<file path="src/rtl/oam_dma_engine.sv">
// ---------------------------------------------------------------------------
// oam_dma_engine
// Sprite DMA engine for the NES CPU bus. A CPU write to TRIGGER_ADDR latches
// a source page and stalls the CPU. The engine then alternates READ and WRITE
// cycles to copy LEN bytes from (page << PAGE_SHIFT) into the PPU OAM port.
// An optional ALIGN cycle makes every READ land on an even (p==0) cycle.
//
// Ports:
//   CLK, RESET        clock, asynchronous active-high reset
//   ENABLE            global enable; low freezes all state and kills strobes
//   cpu_addr/wdata/we CPU bus write snoop (trigger detection)
//   abort             cancel an active transfer (ignored when IDLE)
//   bus_rdata         source read data, valid the cycle after bus_rden
//   cpu_stall, busy   high in every non-IDLE state
//   bus_addr/bus_rden DMA source read
//   dst_addr/data/wren OAM write port
//   done              one-cycle pulse after the last WRITE
// ---------------------------------------------------------------------------
module oam_dma_engine #(
    parameter int          ADDR_W       = 16,
    parameter int          DATA_W       = 8,
    parameter int          LEN          = 256,
    parameter int          PAGE_SHIFT   = 8,
    parameter int unsigned TRIGGER_ADDR = 32'h4014,
    parameter bit          ALIGN_EN     = 1'b1,
    localparam int         IDX_W        = $clog2(LEN)
) (
    input  logic              CLK,
    input  logic              RESET,
    input  logic              ENABLE,
    input  logic [ADDR_W-1:0] cpu_addr,
    input  logic [DATA_W-1:0] cpu_wdata,
    input  logic              cpu_we,
    input  logic              abort,
    input  logic [DATA_W-1:0] bus_rdata,
    output logic              cpu_stall,
    output logic              busy,
    output logic [ADDR_W-1:0] bus_addr,
    output logic              bus_rden,
    output logic [IDX_W-1:0]  dst_addr,
    output logic [DATA_W-1:0] dst_data,
    output logic              dst_wren,
    output logic              done
);

    typedef enum logic [2:0] {
        IDLE  = 3'd0,
        HALT  = 3'd1,
        ALIGN = 3'd2,
        READ  = 3'd3,
        WRITE = 3'd4
    } state_t;

    state_t            state_q, state_d;
    logic [DATA_W-1:0] page_q, page_d;
    logic [IDX_W-1:0]  idx_q, idx_d;
    logic              p_q, p_d;
    logic              done_q, done_d;

    logic              trigger;
    logic              last;
    logic [ADDR_W-1:0] base;

    assign trigger = cpu_we && (cpu_addr == ADDR_W'(TRIGGER_ADDR));
    assign last    = (idx_q == IDX_W'(LEN - 1));
    // Source base wraps modulo 2^ADDR_W; the idx add wraps the same way.
    assign base    = ADDR_W'(page_q) << PAGE_SHIFT;

    always_ff @(posedge CLK or posedge RESET) begin
        if (RESET) begin
            state_q <= IDLE;
            page_q  <= '0;
            idx_q   <= '0;
            p_q     <= 1'b0;
            done_q  <= 1'b0;
        end else begin
            state_q <= state_d;
            page_q  <= page_d;
            idx_q   <= idx_d;
            p_q     <= p_d;
            done_q  <= done_d;
        end
    end

    always_comb begin
        state_d = state_q;
        page_d  = page_q;
        idx_d   = idx_q;
        p_d     = p_q;
        done_d  = done_q;
        if (ENABLE) begin
            p_d    = ~p_q;
            done_d = 1'b0;
            case (state_q)
                IDLE: begin
                    if (trigger) begin
                        page_d  = cpu_wdata;
                        idx_d   = '0;
                        state_d = HALT;
                    end
                end
                // HALT at p==1 means the next cycle is even, so READ directly.
                HALT:  state_d = (!ALIGN_EN || p_q) ? READ : ALIGN;
                ALIGN: state_d = READ;
                READ:  state_d = WRITE;
                WRITE: begin
                    if (last) begin
                        state_d = IDLE;
                        done_d  = 1'b1;
                    end else begin
                        idx_d   = idx_q + 1'b1;
                        state_d = READ;
                    end
                end
                default: state_d = IDLE;
            endcase
            // Abort wins over completion: no done pulse on an aborted last WRITE.
            if (abort && (state_q != IDLE)) begin
                state_d = IDLE;
                idx_d   = '0;
                done_d  = 1'b0;
            end
        end
    end

    // Outputs decode the current state, so a strobe already up in the abort
    // cycle still completes; the next cycle is IDLE and strobe-free.
    always_comb begin
        busy      = (state_q != IDLE);
        cpu_stall = busy;
        bus_rden  = ENABLE && (state_q == READ);
        bus_addr  = (state_q == READ) ? (base + ADDR_W'(idx_q)) : '0;
        dst_wren  = ENABLE && (state_q == WRITE);
        dst_addr  = (state_q == WRITE) ? idx_q : '0;
        dst_data  = (state_q == WRITE) ? bus_rdata : '0;
        done      = done_q && ENABLE;
    end

endmodule

</file>
<file path="config.mk">
export PLATFORM = sky130hd
export DESIGN_NAME = oam_dma_engine
export DESIGN_NICKNAME = d
export VERILOG_FILES = /design/src/rtl/oam_dma_engine.sv
export SDC_FILE = /design/constraint.sdc
export NUM_CORES = 1
export LEC_CHECK = 0
export BUFFER_PORTS_ARGS = -buffer_cell sky130_fd_sc_hd__buf_4
export CORE_ASPECT_RATIO = 0.6
export CORE_MARGIN = 2
export CORE_UTILIZATION = 47
export CTS_BUF_LIST = sky130_fd_sc_hd__clkbuf_8
export DETAILED_ROUTE_END_ITERATION = 8
export PLACE_DENSITY = 0.85
export SYNTH_ARGS = -nofsm -noshare
export SYNTH_HDL_FRONTEND = slang
export SYNTH_SLANG_ARGS = --single-unit
</file>
<file path="constraint.sdc">
create_clock -name CLK -period 2.4 [get_ports CLK]
set_clock_uncertainty 0.2 [all_clocks]
set_input_delay 0.36 -clock CLK [delete_from_list [all_inputs] [get_ports CLK]]
set_output_delay 0.36 -clock CLK [all_outputs]
set_load 0.05 [all_outputs]
</file>
; After elaboration in Yosys (flattened, before gate mapping)
; Index checks and enable logic that the tools add are counted.
[totals]
inputBits = 37
output_inout_bits = 37
regBits = 21
[classes]
reduce_logical = 11
bitwise = 1
add_sub_neg = 2
mux = 15
eq_ne = 8
[ops]
columns = cell, n
row1 = 2-to-1 mux 8 bit, 5
row2 = adder 16 x 8 -> 16 bit, 1
row3 = "== test 16 x 15 -> 1 bit, second input constant", 1
row4 = 2-to-1 mux 16 bit, 1
row5 = one-hot mux 8 bit (2 select lines), 1
row6 = one-hot mux 3 bit (5 select lines), 1
row7 = "adder 8 x 1 -> 8 bit, second input constant", 1
row8 = "== test 8 bit, second input constant", 1
row9 = "== test 3 x 2 -> 1 bit, second input constant", 2
row10 = 2-to-1 mux 3 bit, 2
row11 = "!= test 3 bit, second input constant", 2
row12 = nonzero test 3 bit, 2
row13 = logical AND 1 bit, 5
row14 = 2-to-1 mux 1 bit, 4
row15 = AND reduction 4 bit, 1
row16 = "== test 3 x 1 -> 1 bit, second input constant", 1
row17 = "== test 3 bit, second input constant", 1
row18 = zero test 3 bit, 1
row19 = AND reduction 3 bit, 1
row20 = 2-to-1 mux 2 bit, 1
row21 = AND reduction 2 bit, 1
row22 = NOT 1 bit, 1

; Depth between registers and ports, before layout
[depth]
depth_word = 5
mapped_depth = 7

; Least setup slack after synthesis
; Ideal clock, no wire load.
[synth_timing]
kind = input to output
start = input port cpu_addr[8]
end = output port dst_wren
arrival_ns = 2.718
n_path_buf = 1
stages = 5
slack_ns = -0.878
t_required_ns = 1.840
cell_sequence = nor4_1 -> nand4_1 -> a2bb2oi_4 -> clkbuf_8 -> nor4_1
[synth_lines]
columns = item, line_no
row1 = "start, declared", 31  ; input logic [ADDR_W-1:0] cpu_addr,
row2 = "end, declared", 42  ; output logic dst_wren,

==> summary.md <==
| Metric | Value |
|---|---|
| Status | complete, no violations |
| Worst path bufs/invs | 2 |
| Setup bufs post-CTS | 0 |
| Starting Density | 0.495 |
| Final Net Count | 273 |
| Global-route wire length before repair | 6.49 mm |
| Die area | 3510 sq um |
| Inserted Clock Buffers | 3 |
| CP endpoint kind | output pin |
| Setup Total Neg Slack | 0 ns |
| Synthesized area | 1430 sq um |
| Post-Syn Area per Cell | 8.94 sq um |
| Core area | 2890 sq um |
| Top Ports | 74 |
| GRT Total Usage | 0.256 |
| # rows | 15 |
| Crit path top cell by count | buf_4 |
| Fmax | 0.448 GHz |
| Gate Count Post-Synth | 160 |
| Ys async rst share | 1.00 |
| H-tree depth | 1 |
| Iteration-0 DRC Markers | 142 |
| Final WS setup | 0.168 ns |
| Critical Path Start Type | input port |
| Max incr delay on CP | 0.34 ns |
| Post-CTS sizing | 0 |
| Top cell type's share of synthesized area | 0.367 |
| Most used DFF post-synth | dfrtp_1 |
| Crit path arrival time | 1.67 ns |
| Post-synth EDFFs | 0 |
| Peak VDD IR | 0.298 mV |
| Top post-synthesis cells by area | dfrtp_1, and2_1, and3_1 |
| CTS Root Cell | clkbuf_8 |
| Vias per cell | 5.45 |
| Syn nets | 198 |
| Die height | 46.7 um |
| Setup-failing EPs final | 0 |
| Final Hold Vio Count | 0 |
| Synth warn | 0 |
| Yosys cell types | 42 |
| MaxCap Viol Count | 0 |
| Vias in the first global route | 1301 |
| Diodes inserted | 0 |
| Overall Power | 1430 uW |
| Remaining DRCs | 0 |
| CP top delay family | simple AND/OR/NAND/NOR gates |
| Pins Over Slew Limit | 0 |
| Fillers | 253 |
| Sequential cell area | 526 sq um |
| Drt total wl | 4.22 mm |
| Power per cell area | 685 nW/um^2 |
| Drt pass-1 iters | 5 |
| CP Class | input port to output pin |
| PortBufs | 73 |
| Yosys reg bits | 21 |
| Slowest-stage cell, CP | nor4_1 |
| Num Clock Sinks | 21 |
| Dpl ws | 0.0535 ns |
| RSZ-0062 raised after global routing | no |
| Fin crit share | 0.930 |
| Synthesis-to-finish area growth | 46.2% |
| Clock Path Buffers | 2 |
| Slew margin rel. | 0.466 |
| Tmin final | 2.23 ns |
| Measured slew at the worst slew-check pin | 0.800 ns |
| Largest area contributor in the netlist | dfrtp_1 |
| Routability cong. | 0.846 |
| Share of layout cells above drive strength 1 | 0.440 |
| Via count | 1505 |
| Critical Path RT | 1.84 ns |
| CTS Hold Bufs | 0 |
| Cell Chain, Critical Path | buf_4, nor4_1, nand4_1, a2bb2oi_4, nor4_4, buf_4 |
| CTS tree | yes |
| Sequential area share after synthesis | 0.367 |
| Hpwl dp | 3.28 mm |
| Routed len/inst | 15.3 um |
| Clock Pin Slew Worst Setup and Hold Paths | 0.08 ns |
| Die X | 75.2 um |
| Count leader, synth | dfrtp_1 |
| GRT Residual Overflow | 0 |
| Worst hold path type | input port to asynchronous set/reset pin |
| Area of the multi-input gates | 811 sq um |
| Post-route ant nets | 0 |
| Synth cell count leaders | dfrtp_1, and2_1, and3_1, nand2_1, o21ai_0 |
| CP max FO | 3 |
| Clk_lat worst skew | 0.26 ns |
| Initial antenna violation count | 0 |
| Largest net degree at the start of global routing | 23 |
| Leakage | 0.00110 uW |
[worst reg2reg max path, cell delays in order (launching register included)]
cell	delay (ns)
dfrtp_1	0.45
ha_1	0.26
and4_1	0.30
a311oi_1	0.42
nor2_1	0.11
o21ai_0	0.17
o311ai_0	0.15
[metal layers]
metal  track usage  routed length, um  share of wire
met5             0                  0              0
met3        0.0579                293          0.069
met2         0.396               2000           0.47
met1         0.375               1870           0.44
met4        0.0561                 48          0.011
[kinds of logic after synthesis]
family / synth area share
multiplexers: 0.0630
adder cells (fa/ha/maj): 0.00875
AND/OR/NAND/NOR: 0.323
AO/OA/AOI/OAI: 0.150
flip-flops: 0.367
XOR/XNOR: 0.0123
buffers and inverters: 0.0761
[flip-flops by register name, summed over array words and instances, names as in the netlist]
name / flops
idx_q: 8
page_q: 8
state_q: 3
done_q: 1
p_q: 1
[power by group]
part	internal (uW)	switching [uW]
Clock	117	124
Sequential	392	35.8
Combinational	272	491
Total	781	651
[cells in the final DEF, fill, tap and decap left out, types with 3 or more instances in the layout]
cell,synthesis,layout
a21oi_1,7,7
and2_1,18,18
and3_1,18,18
buf_4,1,84
clkbuf_8,1,3
dfrtp_1,21,21
inv_1,6,6
mux2_2,8,8
nand2_1,10,10
nand3_1,7,7
nor2_1,8,8
o21ai_0,9,9
o31ai_1,3,3
[final cells by class]
class | instances | share of cell area
repair buffers | 84 | 0.302
clock buffers | 3 | 0.0197
well taps | 42 | 0.0251
flip-flops and latches | 21 | 0.251
inverters | 6 | 0.0108
multi-input cells | 119 | 0.388
clock inverters | 1 | 0.00359
[stage by stage]
stage / hold WS, ns / cells / utilization / instance area (sq um)
final: 0.0434 / 276 / 0.723 / 2090
after global routing: 0.114 / 276 / 0.723 / 2090
after CTS: 0.0781 / 276 / 0.723 / 2090
after detailed placement: 0.268 / 272 / 0.706 / 2040
after global placement: 0.261 / 272 / 0.706 / 2040
after floorplan: 0.137 / 160 / - / 1450
[worst paths after layout]
path / startpoint / end / slack (ns) / cells past startpoint
worst max-delay path: cpu_addr[8] / dst_wren / 0.17 / 6
worst min-delay path: RESET / idx_q[6] / 0.04 / 2
worst max register to register: idx_q[1] / idx_q[7] / 0.20 / 6
worst min register to register: p_q / p_q / 0.28 / 1
max in group asynchronous: RESET / idx_q[1] / 1.45 / 2
min in group CLK: cpu_wdata[6] / page_q[6] / 0.12 / 2
Note: power is estimated with default switching activity, not from simulation.
